`src/rtl/qkd_pkg.sv`:
```
// Shared definitions for the per-block QKD event counter: class codes,
// snapshot count widths and the reporting FSM state type.
package qkd_pkg;

  localparam logic [1:0] CLS_VAC = 2'b00;
  localparam logic [1:0] CLS_V   = 2'b01;
  localparam logic [1:0] CLS_U   = 2'b10;
  localparam logic [1:0] CLS_INV = 2'b11;

  localparam int unsigned NV_W = 21;
  localparam int unsigned NU_W = 25;

  typedef enum logic [2:0] {
    S_IDLE  = 3'd0,
    S_LEAK  = 3'd1,
    S_START = 3'd2,
    S_WAITB = 3'd3,
    S_BUSY  = 3'd4
  } state_e;

endpackage

```
`src/rtl/qkd_cnt_accum_if.sv`:
```
// Pulse stream, leak strobe, estimator handshake and snapshot bus between
// the sifting front end / estimator (master) and the block counter (slave).
interface qkd_cnt_accum_if;
  import qkd_pkg::*;

  logic              i_evt_vld;
  logic [1:0]        i_cls;
  logic              i_det;
  logic              i_err;
  logic [31:0]       i_nleak;
  logic              i_nleak_vld;
  logic              i_est_busy;
  logic [NV_W-1:0]   o_nv;
  logic [NV_W-1:0]   o_no;
  logic [NV_W-1:0]   o_mv;
  logic [NV_W-1:0]   o_mo;
  logic [NU_W-1:0]   o_nu;
  logic [31:0]       o_nleak;
  logic              o_start;
  logic              o_ovf;
  logic              o_drop;
  logic              o_timeout;

  modport master (
    output i_evt_vld, i_cls, i_det, i_err, i_nleak, i_nleak_vld, i_est_busy,
    input  o_nv, o_no, o_mv, o_mo, o_nu, o_nleak, o_start, o_ovf, o_drop, o_timeout
  );

  modport slave (
    input  i_evt_vld, i_cls, i_det, i_err, i_nleak, i_nleak_vld, i_est_busy,
    output o_nv, o_no, o_mv, o_mo, o_nu, o_nleak, o_start, o_ovf, o_drop, o_timeout
  );

endinterface

```
`src/rtl/sat_cnt.sv`:
```
// Saturating event counter with sticky saturation flag. The next value is
// exported so a snapshot can include the increment of the current cycle.
module sat_cnt #(
  parameter int unsigned W = 8
) (
  input  logic         clk,
  input  logic         clr_i,
  input  logic         en_i,
  output logic [W-1:0] cnt_nxt_o,
  output logic         sat_nxt_o
);

  logic [W-1:0] cnt_q;
  logic         sat_q;
  logic         at_max;

  // An increment arriving at all-ones is lost; that loss is what flags saturation.
  assign at_max    = &cnt_q;
  assign cnt_nxt_o = (en_i && !at_max) ? cnt_q + W'(1) : cnt_q;
  assign sat_nxt_o = sat_q | (en_i & at_max);

  always_ff @(posedge clk) begin
    if (clr_i) begin
      cnt_q <= '0;
      sat_q <= 1'b0;
    end else begin
      cnt_q <= cnt_nxt_o;
      sat_q <= sat_nxt_o;
    end
  end

endmodule

```
`src/rtl/qkd_cnt_accum.sv`:
```
// Accumulates per-class detection/error counts over fixed-length blocks,
// snapshots them at block end and hands them to the estimator with a start pulse.
module qkd_cnt_accum
  import qkd_pkg::*;
#(
  parameter logic [31:0] BLK_LEN = 32'd1000000,
  parameter int unsigned START_W = 4,
  parameter logic [15:0] BUSY_TO = 16'd1024,
  parameter int unsigned NV_CW   = NV_W,
  parameter int unsigned NU_CW   = NU_W
) (
  input logic            clk,
  input logic            rst,
  qkd_cnt_accum_if.slave acc_if
);

  logic             accept, det_ok, blk_end, clr;
  logic             en_nv, en_nu, en_no, en_mv, en_mo;
  logic [NV_CW-1:0] nv_nxt, no_nxt, mv_nxt, mo_nxt;
  logic [NU_CW-1:0] nu_nxt;
  logic             sat_nv, sat_nu, sat_no, sat_mv, sat_mo;
  logic [31:0]      pcnt_q;

  state_e           state_q, state_d;
  logic [31:0]      st_cnt_q, st_cnt_d;
  logic [15:0]      to_cnt_q, to_cnt_d;
  logic             timeout_d, timeout_q, drop_q, ovf_q;
  logic [NV_W-1:0]  nv_q, no_q, mv_q, mo_q;
  logic [NU_W-1:0]  nu_q;
  logic [31:0]      nleak_q;
  logic             snap_ld, leak_ld;

  assign accept  = acc_if.i_evt_vld && (acc_if.i_cls != CLS_INV);
  assign det_ok  = accept && acc_if.i_det;
  assign en_nv   = det_ok && (acc_if.i_cls == CLS_V);
  assign en_nu   = det_ok && (acc_if.i_cls == CLS_U);
  assign en_no   = det_ok && (acc_if.i_cls == CLS_VAC);
  assign en_mv   = en_nv && acc_if.i_err;
  assign en_mo   = en_no && acc_if.i_err;
  assign blk_end = accept && (pcnt_q == BLK_LEN - 32'd1);
  // Counters clear on the ending edge; the snapshot takes their next values instead.
  assign clr     = rst || blk_end;

  sat_cnt #(.W(NV_CW)) u_cnt_nv (.clk(clk), .clr_i(clr), .en_i(en_nv), .cnt_nxt_o(nv_nxt), .sat_nxt_o(sat_nv));
  sat_cnt #(.W(NU_CW)) u_cnt_nu (.clk(clk), .clr_i(clr), .en_i(en_nu), .cnt_nxt_o(nu_nxt), .sat_nxt_o(sat_nu));
  sat_cnt #(.W(NV_CW)) u_cnt_no (.clk(clk), .clr_i(clr), .en_i(en_no), .cnt_nxt_o(no_nxt), .sat_nxt_o(sat_no));
  sat_cnt #(.W(NV_CW)) u_cnt_mv (.clk(clk), .clr_i(clr), .en_i(en_mv), .cnt_nxt_o(mv_nxt), .sat_nxt_o(sat_mv));
  sat_cnt #(.W(NV_CW)) u_cnt_mo (.clk(clk), .clr_i(clr), .en_i(en_mo), .cnt_nxt_o(mo_nxt), .sat_nxt_o(sat_mo));

  always_ff @(posedge clk) begin
    if (clr) begin
      pcnt_q <= '0;
    end else if (accept) begin
      pcnt_q <= pcnt_q + 32'd1;
    end
  end

  assign snap_ld = blk_end && (state_q == S_IDLE);
  assign leak_ld = acc_if.i_nleak_vld && (state_q == S_LEAK);

  always_comb begin
    state_d   = state_q;
    st_cnt_d  = st_cnt_q;
    to_cnt_d  = to_cnt_q;
    timeout_d = 1'b0;
    case (state_q)
      S_IDLE: begin
        if (blk_end) state_d = S_LEAK;
      end
      S_LEAK: begin
        if (acc_if.i_nleak_vld) begin
          state_d  = S_START;
          st_cnt_d = '0;
        end
      end
      S_START: begin
        if (st_cnt_q == 32'(START_W - 1)) begin
          state_d  = S_WAITB;
          to_cnt_d = '0;
        end else begin
          st_cnt_d = st_cnt_q + 32'd1;
        end
      end
      S_WAITB: begin
        if (acc_if.i_est_busy) begin
          state_d = S_BUSY;
        end else if (to_cnt_q == BUSY_TO - 16'd1) begin
          state_d   = S_IDLE;
          timeout_d = 1'b1;
        end else begin
          to_cnt_d = to_cnt_q + 16'd1;
        end
      end
      S_BUSY: begin
        if (!acc_if.i_est_busy) state_d = S_IDLE;
      end
      default: state_d = S_IDLE;
    endcase
  end

  always_ff @(posedge clk) begin
    if (rst) begin
      state_q   <= S_IDLE;
      st_cnt_q  <= '0;
      to_cnt_q  <= '0;
      timeout_q <= 1'b0;
      drop_q    <= 1'b0;
      ovf_q     <= 1'b0;
      nv_q      <= '0;
      nu_q      <= '0;
      no_q      <= '0;
      mv_q      <= '0;
      mo_q      <= '0;
      nleak_q   <= '0;
    end else begin
      state_q   <= state_d;
      st_cnt_q  <= st_cnt_d;
      to_cnt_q  <= to_cnt_d;
      timeout_q <= timeout_d;
      drop_q    <= blk_end && (state_q != S_IDLE);
      if (snap_ld) begin
        nv_q  <= NV_W'(nv_nxt);
        nu_q  <= NU_W'(nu_nxt);
        no_q  <= NV_W'(no_nxt);
        mv_q  <= NV_W'(mv_nxt);
        mo_q  <= NV_W'(mo_nxt);
        ovf_q <= sat_nv | sat_nu | sat_no | sat_mv | sat_mo;
      end
      if (leak_ld) nleak_q <= acc_if.i_nleak;
    end
  end

  assign acc_if.o_nv      = nv_q;
  assign acc_if.o_nu      = nu_q;
  assign acc_if.o_no      = no_q;
  assign acc_if.o_mv      = mv_q;
  assign acc_if.o_mo      = mo_q;
  assign acc_if.o_ovf     = ovf_q;
  assign acc_if.o_nleak   = nleak_q;
  assign acc_if.o_start   = (state_q == S_START);
  assign acc_if.o_drop    = drop_q;
  assign acc_if.o_timeout = timeout_q;

endmodule

```
`src/flat_wrapper.sv`:
```
// flat-port wrapper written by rule: the top's interface ports become plain ports
module qkd_cnt_accum_flat import qkd_pkg::*;
#(
  parameter logic [31:0] BLK_LEN = 32'd1000000,
  parameter int unsigned START_W = 4,
  parameter logic [15:0] BUSY_TO = 16'd1024,
  parameter int unsigned NV_CW   = NV_W,
  parameter int unsigned NU_CW   = NU_W
)
  (clk, rst, acc_if_i_evt_vld, acc_if_i_cls, acc_if_i_det, acc_if_i_err, acc_if_i_nleak, acc_if_i_nleak_vld, acc_if_i_est_busy, acc_if_o_nv, acc_if_o_no, acc_if_o_mv, acc_if_o_mo, acc_if_o_nu, acc_if_o_nleak, acc_if_o_start, acc_if_o_ovf, acc_if_o_drop, acc_if_o_timeout);
  qkd_cnt_accum_if acc_if_i ();
  input logic clk;
  input logic rst;
  input wire logic [$bits(acc_if_i.i_evt_vld)-1:0] acc_if_i_evt_vld;
  input wire logic [$bits(acc_if_i.i_cls)-1:0] acc_if_i_cls;
  input wire logic [$bits(acc_if_i.i_det)-1:0] acc_if_i_det;
  input wire logic [$bits(acc_if_i.i_err)-1:0] acc_if_i_err;
  input wire logic [$bits(acc_if_i.i_nleak)-1:0] acc_if_i_nleak;
  input wire logic [$bits(acc_if_i.i_nleak_vld)-1:0] acc_if_i_nleak_vld;
  input wire logic [$bits(acc_if_i.i_est_busy)-1:0] acc_if_i_est_busy;
  output wire logic [$bits(acc_if_i.o_nv)-1:0] acc_if_o_nv;
  output wire logic [$bits(acc_if_i.o_no)-1:0] acc_if_o_no;
  output wire logic [$bits(acc_if_i.o_mv)-1:0] acc_if_o_mv;
  output wire logic [$bits(acc_if_i.o_mo)-1:0] acc_if_o_mo;
  output wire logic [$bits(acc_if_i.o_nu)-1:0] acc_if_o_nu;
  output wire logic [$bits(acc_if_i.o_nleak)-1:0] acc_if_o_nleak;
  output wire logic [$bits(acc_if_i.o_start)-1:0] acc_if_o_start;
  output wire logic [$bits(acc_if_i.o_ovf)-1:0] acc_if_o_ovf;
  output wire logic [$bits(acc_if_i.o_drop)-1:0] acc_if_o_drop;
  output wire logic [$bits(acc_if_i.o_timeout)-1:0] acc_if_o_timeout;
  assign acc_if_i.i_evt_vld = acc_if_i_evt_vld;
  assign acc_if_i.i_cls = acc_if_i_cls;
  assign acc_if_i.i_det = acc_if_i_det;
  assign acc_if_i.i_err = acc_if_i_err;
  assign acc_if_i.i_nleak = acc_if_i_nleak;
  assign acc_if_i.i_nleak_vld = acc_if_i_nleak_vld;
  assign acc_if_i.i_est_busy = acc_if_i_est_busy;
  assign acc_if_o_nv = acc_if_i.o_nv;
  assign acc_if_o_no = acc_if_i.o_no;
  assign acc_if_o_mv = acc_if_i.o_mv;
  assign acc_if_o_mo = acc_if_i.o_mo;
  assign acc_if_o_nu = acc_if_i.o_nu;
  assign acc_if_o_nleak = acc_if_i.o_nleak;
  assign acc_if_o_start = acc_if_i.o_start;
  assign acc_if_o_ovf = acc_if_i.o_ovf;
  assign acc_if_o_drop = acc_if_i.o_drop;
  assign acc_if_o_timeout = acc_if_i.o_timeout;
  qkd_cnt_accum #(.BLK_LEN(BLK_LEN), .START_W(START_W), .BUSY_TO(BUSY_TO), .NV_CW(NV_CW), .NU_CW(NU_CW)) u_core (.clk(clk), .rst(rst), .acc_if(acc_if_i));
endmodule
```
`config.mk`:
```
export PLATFORM = sky130hd
export DESIGN_NAME = qkd_cnt_accum_flat
export DESIGN_NICKNAME = d
export VERILOG_FILES = /design/src/rtl/qkd_pkg.sv /design/src/rtl/qkd_cnt_accum_if.sv /design/src/rtl/sat_cnt.sv /design/src/rtl/qkd_cnt_accum.sv /design/src/flat_wrapper.sv
export SDC_FILE = /design/constraint.sdc
export NUM_CORES = 1
export LEC_CHECK = 0
export BUFFER_PORTS_ARGS = -buffer_cell sky130_fd_sc_hd__buf_2
export CAP_MARGIN = 20
export CORE_UTILIZATION = 45
export CTS_BUF_LIST = sky130_fd_sc_hd__clkbuf_8
export DETAILED_ROUTE_END_ITERATION = 10
export GPL_TIMING_DRIVEN = 0
export PLACE_DENSITY = 0.67
export SLEW_MARGIN = 25
export SYNTH_ARGS = -nofsm -noshare
export SYNTH_HDL_FRONTEND = slang
export SYNTH_SLANG_ARGS = --single-unit
```
`constraint.sdc`:
```
create_clock -name clk -period 2.2 [get_ports clk]
set_input_delay 0.11 -clock clk [delete_from_list [all_inputs] [get_ports clk]]
set_output_delay 0.11 -clock clk [all_outputs]
set_load 0.005 [all_outputs]
```
==> parameters.txt, run 1 <==
Parameter                              Value

STA
  Final count of hold timing violations ... 0
  Unrepaired setup endpoints after global routing ... yes
  Number of pins with negative max-slew slack in the final report ... 0
  Crit share post-route ... 98.11%
  Worst slew margin relative to its limit ... 52.89%
  Final setup slack of the worst path ... 41.66 ps
  Maximum clock frequency ... 463.3 MHz
  Shortest clock period the worst path allows after layout ... 2158 ps
  Number of endpoints failing setup at the final stage ... 0
  Clock tree skew after final layout ... 43.00 ps
  Slew at the pin closest to its max-slew limit ... 700.2 ps

Setup path
  Worst r2r dst ... u_core.u_cnt_no.cnt_q[20]$_SDFF_PP0_
  Most common cell type on the critical path ... sky130_fd_sc_hd__buf_4
  Worst path arrival time ... 2630 ps
  Worst reg2reg path startpoint ... u_core.pcnt_q[29]$_SDFFE_PP0N_
  Critical path cell sequence ... nor4_1 -> nand4_1 -> buf_4 -> nor3_4 -> or2_4 -> buf_4 -> buf_2 -> nor2_1
  Setup CP Type ... reg2reg
  Critical Path Max Stage Delay ... 370 ps
  Launch point of the worst path ... u_core.pcnt_q[29]$_SDFFE_PP0N_
  Count of buffer and inverter cells on the critical path ... 3
  Slowest-stage cell, CP ... sky130_fd_sc_hd__nor4_1
  Required time worst endpoint ... 2670 ps
  Crit Path Max Fanout ... 10
  Path depth of the worst reg2reg path ... 8
  Family with the most delay on the worst path ... simple AND/OR/NAND/NOR gates
  CP endpoint kind ... flip-flop
  Termination of the worst setup path ... u_core.u_cnt_no.cnt_q[20]$_SDFF_PP0_
  Startpoint Class ... flip-flop
  Setup slack, reg-to-reg ... 40 ps
  Levels on crit path ... 8

Final layout
  Number of antenna cells inserted ... 0
  Area growth from synthesis to layout ... 26.21%
  Fraction of layout instances using a drive strength above 1 ... 21.73%
  Final std cell area, no fill ... 17720 µm²
  Post-layout util ... 57.77%
  Final nets ... 1962
  Number of non-filler instances in the completed layout ... 2356
  Fill cells ... 2738
  Sequential cell area ... 6835 µm²
  Area of the multi-input gates ... 7099 µm²

Placed design
  Worst setup slack after placement ... -612.0 ps
  Final GP Congestion ... 0.8702
  Placement-stage cell area ... 15440 µm²
  Final HPWL DP ... 25.52 mm
  Inst Count DP ... 2185
  Number of buffers inserted by port buffering ... 182

Power and ir drop
  Leakage power figure ... 6.680 nW
  Part of the power in combinational logic ... 2.5%
  Part of the power in registers ... 50.6%
  Net switching power ... 2.801 mW
  Cell Int Power ... 9.419 mW
  Power consumption ... 12.22 mW
  VDD IR-drop max ... 410.4 µV
  Pwr Density ... 689.7 nW/µm²
  Switching power as a share of total power ... 22.92%
  Clock power share ... 46.9%

Outcome
  Status ... completed

Global routing
  Initial antenna violation count ... 0
  Total track usage ... 22.96%
  Maximum number of pins on one net before global-route repair ... 16
  Fraction of met3 tracks used by global routing ... 3.794%
  Global-route congestion overflow total ... 0
  Global routing met1 resource utilization ... 30.36%
  Global-route wire length before repair ... 59.74 mm
  GRT met2 Usage ... 38.57%
  Global-route layer with the greatest usage ... met2
  Vias in the first global route ... 12090

Floorplan
  Height of the die ... 178.6 µm
  Die Outline Area ... 31900 µm²
  Number of standard-cell rows in the floorplan ... 64
  Top-Level Pins ... 186
  Die span in x ... 178.6 µm
  Starting utilization of the core area ... 45.77%
  Std-Cell Core Area ... 30670 µm²

Yosys
  Share of the synthesized area in the top cell type ... 48.63%
  Post-Synthesis Net Count ... 1656
  Gate count of the mapped netlist ... 1607
  Most used flip-flop cell after synthesis ... sky130_fd_sc_hd__dfxtp_1
  EDFF count, synth ... 0
  Share of synthesized registers carrying an async set or reset ... 0%
  Cell taking the most area after synthesis ... sky130_fd_sc_hd__dfxtp_1
  Yosys Warn Count ... 0
  Avg Synthesized Cell Area ... 8.735 µm²
  Top area cells in the synthesized netlist ... sky130_fd_sc_hd__dfxtp_1 (49%), sky130_fd_sc_hd__nor2_1 (9.1%), sky130_fd_sc_hd__a211oi_1 (5.6%)
  Netlist area before placement ... 14040 µm²
  Count leader, synth ... sky130_fd_sc_hd__dfxtp_1
  Sequential area share after synthesis ... 48.63%
  Register bit count reported by yosys ... 341
  Count of unique library cells instantiated by Yosys ... 63
  Most used standard cells in the synthesized netlist ... sky130_fd_sc_hd__dfxtp_1 (341), sky130_fd_sc_hd__nor2_1 (339), sky130_fd_sc_hd__nand2_1 (131)

Clock tree
  TritonCTS Buffers ... 56
  Clock root buffer ... sky130_fd_sc_hd__clkbuf_8
  Maximum level of the CTS H-tree ... 2
  Clock insertion delay at the later pin of the skew report ... 610 ps
  Largest buffer count on any clock path ... 3
  Clock transition time at the flip-flop clock pins of the worst setup and hold paths ... 60 ps
  Clock sink total ... 341
  CTS tree ... built

Drt
  Number of DRC violations after detailed routing ... 0
  Total number of vias ... 12641
  Routed wire length ... 37.12 mm
  Antenna-violating nets left ... 0
  Routed len/inst ... 15.76 µm
  First-iteration detailed-routing DRC count ... 787
  Vias/cell ... 5.365
  First drt pass iteration count ... 5

Flow run
  Number of maximum-capacitance violations ... 0

Min path
  Path category of the worst min-delay check ... in2reg
-- state kept, by name (all words and copies together), names as in the netlist, 21 cells and up --
name	cells
u_core.u_cnt_mo.cnt_q	21
u_core.u_cnt_no.cnt_q	21
u_core.pcnt_q	32
u_core.st_cnt_q	32
u_core.acc_if.o_nv	21
u_core.acc_if.o_nu	25
u_core.u_cnt_nv.cnt_q	21
u_core.acc_if.o_mo	21
u_core.acc_if.o_no	21
u_core.acc_if.o_nleak	32
u_core.u_cnt_nu.cnt_q	25
u_core.acc_if.o_mv	21
u_core.u_cnt_mv.cnt_q	21
-- layout by cell type, fill, tap and decap left out, types with 15 or more instances in the layout --
cell                            count
sky130_fd_sc_hd__a211oi_1         102
sky130_fd_sc_hd__a21oi_1           67
sky130_fd_sc_hd__and3_1            32
sky130_fd_sc_hd__and4_1            19
sky130_fd_sc_hd__buf_2            192
sky130_fd_sc_hd__buf_4             42
sky130_fd_sc_hd__clkbuf_1          28
sky130_fd_sc_hd__clkbuf_8          73
sky130_fd_sc_hd__dfxtp_1          334
sky130_fd_sc_hd__dlygate4sd3_1     33
sky130_fd_sc_hd__inv_1             38
sky130_fd_sc_hd__nand2_1          130
sky130_fd_sc_hd__nand3_1           63
sky130_fd_sc_hd__nand4_1           52
sky130_fd_sc_hd__nor2_1           339
sky130_fd_sc_hd__nor3_1            24
sky130_fd_sc_hd__nor4_1            15
sky130_fd_sc_hd__o21ai_0           16
sky130_fd_sc_hd__or3_1             16
sky130_fd_sc_hd__xnor2_1           76
sky130_fd_sc_hd__xor2_1            73
-- repair_timing --
item / CTS / global route
resized for setup: 34 / 92
hold endpoints to repair: 34 / 0
setup buffers: 10 / 27
setup endpoints to repair: 279 / 221
pin swaps: 11 / 26
hold buffers: 33 / 0
-- kinds of logic (layout without fill, tap and decap cells) --
logic type	after synthesis	in the layout	share of synthesized area [%]
and+or+nand+nor	760	760	25.96
DFF	341	341	48.63
AOI/OAI and AO/OA	235	235	11.43
xor gates and xnor gates	151	151	9.422
buffers and inverters	102	455	3.129
muxes	10	10	0.7131
adders and majority gates	8	8	0.7131
-- worst min path at each step --
stage,start,end,depth (start not counted)
CTS,acc_if_i_nleak_vld,u_core.acc_if.o_nleak[31]$_SDFFE_PP0P_,4
detailed placement,acc_if_i_nleak[21],u_core.acc_if.o_nleak[21]$_SDFFE_PP0P_,3
global route,acc_if_i_evt_vld,u_core.pcnt_q[0]$_SDFFE_PP0N_,4
global placement,acc_if_i_nleak[7],u_core.acc_if.o_nleak[7]$_SDFFE_PP0P_,3
finish,acc_if_i_nleak_vld,u_core.st_cnt_q[17]$_SDFFE_PP0P_,5
floorplan,acc_if_i_est_busy,u_core.acc_if.o_timeout$_SDFF_PP0_,1
-- area by class of cell --
| class | count | area share, % |
|---|---|---|
| Tap cell | 396 | 2.797 |
| Sequential cell | 341 | 38.58 |
| Inverter | 26 | 0.5508 |
| Timing Repair Buffer | 252 | 8.807 |
| Clock buffer | 73 | 5.671 |
| Clock inverter | 32 | 1.109 |
| Multi-Input combinational cell | 1164 | 40.07 |
| Buffer | 72 | 2.415 |
-- power groups by stage --
stage | combinational [mW] | sequential (mW) | clock, mW
6_report | 0.304 | 6.19 | 5.73
4_1_cts | 0.286 | 6.19 | 5.83
3_5_place_dp | 0.237 | 6.32 | 0
2_1_floorplan | 0.133 | 6.32 | 0
5_1_grt | 0.327 | 6.19 | 6.14
3_3_place_gp | 0.235 | 6.32 | 0
-- metal layers --
metal / share of wire (%) / wire length (µm)
met5: 0 / 0
met4: 1.9 / 708
met3: 5.2 / 1912
met2: 47 / 17380
met1: 46 / 17120
-- worst reg2reg max path, stage by stage (launching register included) --
cell and delay (ps):
sky130_fd_sc_hd__dfxtp_1 340, sky130_fd_sc_hd__nor4_1 370, sky130_fd_sc_hd__nand4_1 150, sky130_fd_sc_hd__buf_4 190, sky130_fd_sc_hd__nor3_4 290, sky130_fd_sc_hd__or2_4 240, sky130_fd_sc_hd__buf_4 130, sky130_fd_sc_hd__buf_2 240
sky130_fd_sc_hd__nor2_1 80
-- stage by stage --
step           setup TNS (ps)  hold slack (ps)
2_1_floorplan               0            187.2
3_3_place_gp           -98340            351.7
3_5_place_dp          -101360            356.9
4_1_cts                -7.902            7.085
5_1_grt                 -2211            85.95
6_report                    0            74.36
Note: power is estimated with default switching activity, not from simulation.
==> run 2, diff against run 1 <==
--- a/config.mk
+++ b/config.mk
@@ -5,13 +5,12 @@
 export SDC_FILE = /design/constraint.sdc
 export NUM_CORES = 1
 export LEC_CHECK = 0
-export BUFFER_PORTS_ARGS = -buffer_cell sky130_fd_sc_hd__buf_2
 export CAP_MARGIN = 20
 export CORE_UTILIZATION = 45
 export CTS_BUF_LIST = sky130_fd_sc_hd__clkbuf_8
 export DETAILED_ROUTE_END_ITERATION = 10
+export DONT_BUFFER_PORTS = 1
 export GPL_TIMING_DRIVEN = 0
-export PLACE_DENSITY = 0.67
 export SLEW_MARGIN = 25
 export SYNTH_ARGS = -nofsm -noshare
 export SYNTH_HDL_FRONTEND = slang
==> run 2 against run 1 <==
Against the previous run: clock skew down 7.4 ps; utilization is 2.7 points lower; final cell count shrank 8.1%; critical path depth is the same; largest power group unchanged; sequential share of layout area rose by 2.0 points; global-route usage down 0.40 points; design area decreased by 4.8%; sequential power about the same; maximum frequency grew 2.4%; power up 1.1%; combinational power decreased by 12%.
==> parameters.txt, run 2 (same netlist as run 1, synthesis figures left out) <==
Parameter                              Value

Final layout
  Final nets ... 1777 (-9.4%)
  Commonest cells after routing, fill and taps aside ... sky130_fd_sc_hd__nor2_1 (339), sky130_fd_sc_hd__dfxtp_1 (329), sky130_fd_sc_hd__nand2_1 (130), sky130_fd_sc_hd__a211oi_1 (98), sky130_fd_sc_hd__xnor2_1 (75)
  Area growth from synthesis to layout ... 20.21%
  Fraction of layout instances using a drive strength above 1 ... 13.68% (-8.1 points)
  Most common cell after layout, fill and taps aside ... sky130_fd_sc_hd__nor2_1
  Fill cells ... 2859 (+4.4%)
  Number of antenna cells inserted ... 0 (unchanged)
  Post-layout util ... 55.02% (-2.7 points)

Setup path
  Startpoint Class ... flip-flop
  Family with the most delay on the worst path ... simple AND/OR/NAND/NOR gates
  CP endpoint kind ... flip-flop
  Levels on crit path ... 8 (unchanged)
  Worst path arrival time ... 2600 ps (-30 ps)
  Required time worst endpoint ... 2700 ps (+30 ps)
  Launch point of the worst path ... u_core.u_cnt_nu.cnt_q[1]$_SDFF_PP0_
  Path depth of the worst reg2reg path ... 8 (unchanged)
  Termination of the worst setup path ... u_core.acc_if.o_nu[21]$_SDFFE_PP0P_
  Count of buffer and inverter cells on the critical path ... 1 (-2)
  Critical path cell sequence ... ha_2 -> nand4_1 -> nor4_4 -> buf_4 -> a21boi_4 -> and3_4 -> xnor2_2 -> a211oi_1
  Setup slack, reg-to-reg ... 90 ps (+50 ps)
  Crit Path Max Fanout ... 9 (-1)
  Worst reg2reg path startpoint ... u_core.u_cnt_nu.cnt_q[1]$_SDFF_PP0_
  Slowest-stage cell, CP ... sky130_fd_sc_hd__dfxtp_1
  Critical Path Max Stage Delay ... 370 ps (about the same)
  Setup CP Type ... reg2reg
  Worst r2r dst ... u_core.acc_if.o_nu[21]$_SDFFE_PP0P_

Global routing
  Global-route congestion overflow total ... 0 (unchanged)
  Initial antenna violation count ... 0 (unchanged)
  Vias in the first global route ... 11029 (-8.8%)
  Maximum number of pins on one net before global-route repair ... 15 (-1)
  Global-route wire length before repair ... 57.64 mm (-3.5%)
  Total track usage ... 22.55% (-0.40 points)

Drt
  Max Used Layer ... met4
  Vias/cell ... 5.385 (+0.37%)
  First drt pass iteration count ... 7 (+2)
  Antenna-violating nets left ... 0 (unchanged)
  Met3 wire len ... 2.566 mm (+34%)
  Routed len/inst ... 16.66 µm (+5.7%)
  Met1 wire length ... 16.49 mm (-3.7%)
  First-iteration detailed-routing DRC count ... 576 (-27%)
  Routed wire length ... 36.06 mm (-2.9%)
  Number of DRC violations after detailed routing ... 0 (unchanged)
  Amount of wire on met2 after detailed routing ... 16.21 mm (-6.7%)
  Total number of vias ... 11659 (-7.8%)

Clock tree
  Maximum level of the CTS H-tree ... 2 (unchanged)
  Clock transition time at the flip-flop clock pins of the worst setup and hold paths ... 60 ps (about the same)
  Clock root buffer ... sky130_fd_sc_hd__clkbuf_8
  Largest buffer count on any clock path ... 3 (unchanged)
  CTS tree ... built
  Clock insertion delay at the later pin of the skew report ... 600 ps (about the same)
  Clock sink total ... 341 (unchanged)
  TritonCTS Buffers ... 56 (unchanged)

Power and ir drop
  Pwr Density ... 732.3 nW/µm² (+6.2%)
  Power consumption ... 12.36 mW (+1.1%)
  Leakage power figure ... 5.753 nW (-14%)
  VDD IR-drop max ... 585.4 µV (+43%)

Floorplan
  Height of the die ... 178.6 µm (unchanged)
  Starting utilization of the core area ... 45.77% (unchanged)
  Number of standard-cell rows in the floorplan ... 64 (unchanged)
  Die span in x ... 178.6 µm (unchanged)
  Die Outline Area ... 31900 µm² (unchanged)
  Top-Level Pins ... 186 (unchanged)
  Std-Cell Core Area ... 30670 µm² (unchanged)

STA
  Shortest clock period the worst path allows after layout ... 2108 ps (-50.31 ps)
  Number of pins with negative max-slew slack in the final report ... 0 (unchanged)
  Slew at the pin closest to its max-slew limit ... 813.7 ps (+113.5 ps)
  Unrepaired setup endpoints after global routing ... yes
  Maximum clock frequency ... 474.4 MHz (+2.4%)
  Crit share post-route ... 95.82% (-2.3 points)
  Final setup slack of the worst path ... 91.96 ps (+50.31 ps)
  Clock tree skew after final layout ... 35.56 ps (-7.430 ps)
  Number of endpoints failing setup at the final stage ... 0 (unchanged)
  Final count of hold timing violations ... 0 (unchanged)
  Worst slew margin relative to its limit ... 45.75% (-7.1 points)

Placed design
  Worst setup slack after placement ... -707.2 ps (-95.29 ps)
  Final HPWL DP ... 25.19 mm (-1.3%)
  Final GP Congestion ... 0.8539 (-1.9%)
  Number of buffers inserted by port buffering ... 0 (-100%)

Flow run
  Number of maximum-capacitance violations ... 0 (unchanged)

Min path
  Path category of the worst min-delay check ... in2reg

Outcome
  Status ... completed
## run 2: changes by cell type in the layout (fill, tap and decap cells not counted), sizes merged
cell and change:
clkinv -6, dlygate4sd3 +3, inv +2, bufinv +2
clkinvlp -5, clkbuf -4, buf -183
## run 2: timing repair
action | in CTS | in global routing
setup buffers | 9 | 22
gates resized for setup | 46 | 97
endpoints found under the hold margin | 45 | 0
pin swaps | 8 | 26
setup endpoints to repair | 281 | 231
hold buffers | 36 | 0
## run 2: worst register-to-register path, stage by stage, from the launching register on
cell and delay (ps):
sky130_fd_sc_hd__dfxtp_1 370, sky130_fd_sc_hd__ha_2 220, sky130_fd_sc_hd__nand4_1 200, sky130_fd_sc_hd__nor4_4 310
sky130_fd_sc_hd__buf_4 190, sky130_fd_sc_hd__a21boi_4 110, sky130_fd_sc_hd__and3_4 250, sky130_fd_sc_hd__xnor2_2 140
sky130_fd_sc_hd__a211oi_1 220
## run 2: worst min path at each step
| stage | startpoint | end | slack [ps] | depth (start not counted) |
|---|---|---|---|---|
| after global placement | acc_if_i_est_busy | u_core.acc_if.o_timeout$_SDFF_PP0_ | 200 | 1 |
| after floorplan | acc_if_i_est_busy | u_core.acc_if.o_timeout$_SDFF_PP0_ | 190 | 1 |
| after global routing | acc_if_i_det | u_core.u_cnt_nv.cnt_q[0]$_SDFF_PP0_ | 60 | 4 |
| after CTS | acc_if_i_cls[1] | u_core.pcnt_q[3]$_SDFFE_PP0N_ | 20 | 5 |
| final | acc_if_i_det | u_core.u_cnt_nv.cnt_q[1]$_SDFF_PP0_ | 60 | 4 |
| after detailed placement | acc_if_i_est_busy | u_core.acc_if.o_timeout$_SDFF_PP0_ | 190 | 1 |
## run 2: layer usage
layer  track usage (%)  up-vias
li1                  -     5868
met1             29.45     5429
met2             36.00      302
met5                 0        -
met3             6.032       60
met4             7.203        0
## run 2: cell type report
cell class	count	area, µm²	share of cell area [%]
Clock buffer	74	1018	6.036
Multi-Input combinational cell	1164	7172	42.50
Clock inverter	25	188.9	1.120
Tap cell	396	495.5	2.936
Buffer	72	430.4	2.551
Sequential cell	341	6842	40.55
Inverter	26	97.59	0.5784
Timing Repair Buffer	67	629.4	3.730
## run 2: metrics by stage
step | hold WS [ps] | TNS [ps] | instances | cell area (µm²)
after floorplan | 187.2 | 0 | 1607 | 14040
after global placement | 199.0 | -117320 | 2003 | 14530
after detailed placement | 194.2 | -127180 | 2003 | 14530
after CTS | 20.44 | -26.40 | 2145 | 16360
after global routing | 63.11 | -221.0 | 2165 | 16870
final | 62.20 | 0 | 2165 | 16870
## run 2: power by group
| part | switching (mW) | leakage (nW) | internal, mW |
|---|---|---|---|
| logic | 0.172 | 2.32 | 0.0966 |
| clock network | 2.55 | 0.682 | 3.35 |
| registers | 0.00681 | 2.75 | 6.18 |
==> run 3, diff against run 2 <==
--- a/config.mk
+++ b/config.mk
@@ -6,11 +6,15 @@
 export NUM_CORES = 1
 export LEC_CHECK = 0
 export CAP_MARGIN = 20
-export CORE_UTILIZATION = 45
+export CELL_PAD_IN_SITES_DETAIL_PLACEMENT = 2
+export CELL_PAD_IN_SITES_GLOBAL_PLACEMENT = 2
+export CORE_UTILIZATION = 36
 export CTS_BUF_LIST = sky130_fd_sc_hd__clkbuf_8
 export DETAILED_ROUTE_END_ITERATION = 10
 export DONT_BUFFER_PORTS = 1
 export GPL_TIMING_DRIVEN = 0
+export HOLD_SLACK_MARGIN = 0.06
+export PLACE_DENSITY_LB_ADDON = 0.1
 export SLEW_MARGIN = 25
 export SYNTH_ARGS = -nofsm -noshare
 export SYNTH_HDL_FRONTEND = slang
==> run 3 against run 2 <==
Against the previous run: utilization fell by 9.2 points; final cell count rose by 6.8%; register-to-register slack got worse by 80 ps; global-route usage rose by 1.3 points; sequential power barely moved; highest routed layer unchanged; combinational power rose by 8.2%; critical path depth fell by 1.
==> parameters.txt, run 3 (same netlist as run 1, synthesis figures left out) <==
Parameter                              Value

Power and ir drop
  Leakage power figure ... 5.969 nW (+3.8%)
  VDD IR-drop max ... 428.7 µV (-27%)
  Pwr Density ... 721.1 nW/µm² (-1.5%)

Global routing
  Global-route wire length before repair ... 74.26 mm (+29%)
  Maximum number of pins on one net before global-route repair ... 16 (+1)
  Global-route congestion overflow total ... 0 (unchanged)
  Initial antenna violation count ... 0 (unchanged)
  Vias in the first global route ... 13358 (+21%)
  Total track usage ... 23.90% (+1.3 points)

Placed design
  Final GP Congestion ... 0.7935 (-7.1%)
  Inst Count DP ... 2118 (+5.7%)
  Number of buffers inserted by port buffering ... 0 (unchanged)
  Final HPWL DP ... 32.18 mm (+28%)

Final layout
  Number of antenna cells inserted ... 0 (unchanged)
  Fraction of layout instances using a drive strength above 1 ... 16.55% (+2.9 points)
  Commonest cells after routing, fill and taps aside ... sky130_fd_sc_hd__nor2_1 (333), sky130_fd_sc_hd__dfxtp_1 (320), sky130_fd_sc_hd__nand2_1 (130), sky130_fd_sc_hd__a211oi_1 (99), sky130_fd_sc_hd__clkbuf_8 (75)
  Final nets ... 1800 (+1.3%)
  Number of non-filler instances in the completed layout ... 2312 (+6.8%)
  Most common cell after layout, fill and taps aside ... sky130_fd_sc_hd__nor2_1
  Area growth from synthesis to layout ... 24.19%

STA
  Crit share post-route ... 99.23% (+3.4 points)
  Maximum clock frequency ... 458.1 MHz (-3.4%)
  Unrepaired setup endpoints after global routing ... yes
  Slew at the pin closest to its max-slew limit ... 865.3 ps (+51.59 ps)
  Hold slack ... 113.5 ps (+51.31 ps)
  Number of pins with negative max-slew slack in the final report ... 0 (unchanged)
  Shortest clock period the worst path allows after layout ... 2183 ps (+75.13 ps)
  Final-layout setup total negative slack ... 0 ps (unchanged)
  Final count of hold timing violations ... 0 (unchanged)
  Number of endpoints failing setup at the final stage ... 0 (unchanged)
  Clock tree skew after final layout ... 17.34 ps (-18.22 ps)
  Worst slew margin relative to its limit ... 42.32% (-3.4 points)

Floorplan
  Height of the die ... 199.5 µm (+12%)
  Die span in x ... 199.5 µm (+12%)
  Number of standard-cell rows in the floorplan ... 71 (+11%)
  Top-Level Pins ... 186 (unchanged)
  Std-Cell Core Area ... 38020 µm² (+24%)
  Die Outline Area ... 39790 µm² (+25%)
  Starting utilization of the core area ... 36.92% (-8.9 points)

Clock tree
  Clock transition time at the flip-flop clock pins of the worst setup and hold paths ... 60 ps (about the same)
  Maximum level of the CTS H-tree ... 2 (unchanged)
  Clock sink total ... 341 (unchanged)
  Largest buffer count on any clock path ... 3 (unchanged)
  Clock insertion delay at the later pin of the skew report ... 670 ps (+70 ps)
  CTS tree ... built
  Clock root buffer ... sky130_fd_sc_hd__clkbuf_8
  TritonCTS Buffers ... 59 (+5.4%)

Setup path
  Worst path arrival time ... 2770 ps (+170 ps)
  Required time worst endpoint ... 2790 ps (+90 ps)
  Startpoint Class ... flip-flop
  Path depth of the worst reg2reg path ... 7 (-1)
  Setup CP Type ... reg2reg
  CP endpoint kind ... flip-flop
  Crit Path Max Fanout ... 9 (unchanged)

Drt
  Routed len/inst ... 20.91 µm (+26%)
  Number of DRC violations after detailed routing ... 0 (unchanged)
  Vias/cell ... 5.349 (-0.67%)
  Total number of vias ... 12367 (+6.1%)
  Routed wire length ... 48.35 mm (+34%)
  First drt pass iteration count ... 4 (-3)
  Antenna-violating nets left ... 0 (unchanged)
  First-iteration detailed-routing DRC count ... 239 (-59%)

Flow run
  Number of maximum-capacitance violations ... 0 (unchanged)

Outcome
  Status ... completed

Min path
  Worst Hold Depth ... 4 (unchanged)
  Path category of the worst min-delay check ... in2reg
run 3: cell count changes in the layout (fill, tap and decap cells not counted), sizes merged:
cell | previous run | this run
buf | 65 | 86
dlygate4sd3 | 36 | 37
clkinv | 7 | 10
inv | 41 | 47
clkinvlp | 0 | 3
clkbuf | 112 | 111
bufinv | 3 | 2
run 3: cell type report:
class                   count  area (µm²)
repair buffers             88       837.1
plain buffers              71       455.4
fillers                  4184       20590
multi-input cells        1164        7300
inverters                  26       97.59
clock inverters            36       211.5
flip-flops and latches    341        6860
clock buffers              75        1032
well taps                 511       639.4
run 3: path summary, 6_finish.rpt:
path | slack, ps | endpoint | from
setup / recovery | 20 | u_core.to_cnt_q[14]$_SDFFE_PP0P_ | u_core.st_cnt_q[1]$_SDFFE_PP0P_
setup reg to reg | 20 | u_core.to_cnt_q[14]$_SDFFE_PP0P_ | u_core.st_cnt_q[1]$_SDFFE_PP0P_
hold / removal | 110 | u_core.u_cnt_nu.cnt_q[1]$_SDFF_PP0_ | acc_if_i_evt_vld
hold reg to reg | 470 | u_core.u_cnt_nu.sat_q$_SDFF_PP0_ | u_core.u_cnt_nu.sat_q$_SDFF_PP0_
run 3: through the flow:
step	cell area, µm²	power (mW)	util (%)	setup slack [ps]
4_1_cts	16980	12.76	44.66	-24.66
2_1_floorplan	14040	6.456	-	131.8
3_3_place_gp	14680	6.537	38.60	-870.2
6_report	17430	12.57	45.85	16.83
5_1_grt	17430	13.07	45.85	-111.8
3_5_place_dp	14680	6.543	38.60	-900.1
run 3: critical path, cell delays in order, from the launching register on:
cell	delay [ps]
sky130_fd_sc_hd__dfxtp_2	360
sky130_fd_sc_hd__ha_4	160
sky130_fd_sc_hd__nor4b_2	230
sky130_fd_sc_hd__nand4_1	250
sky130_fd_sc_hd__nor3_4	340
sky130_fd_sc_hd__nor2_4	120
sky130_fd_sc_hd__or4_1	490
sky130_fd_sc_hd__a21oi_1	150
run 3: power breakdown:
part	internal [mW]	total [mW]	leakage, nW	switching (mW)
registers	6.18	6.19	2.76	0.00869
clock network	3.29	6.09	0.719	2.80
logic	0.0986	0.291	2.49	0.192
total	9.57	12.6	5.97	3.00
run 3: timing repair:
item / CTS / global route
hold buffers: 37 / 0
endpoints found under the hold margin: 70 / 0
pin swaps: 31 / 27
cloned: 1 / 0
resized for setup: 104 / 81
endpoints found under the setup margin: 295 / 232
setup buffers: 29 / 22
run 3: per-layer routing:
metal	global-route usage, %	vias to the layer above	wire length (µm)
li1	-	5912	-
met1	28.32	6126	20430
met2	41.48	228	23560
met3	6.498	101	3045
met4	8.001	0	1317
met5	0	-	0
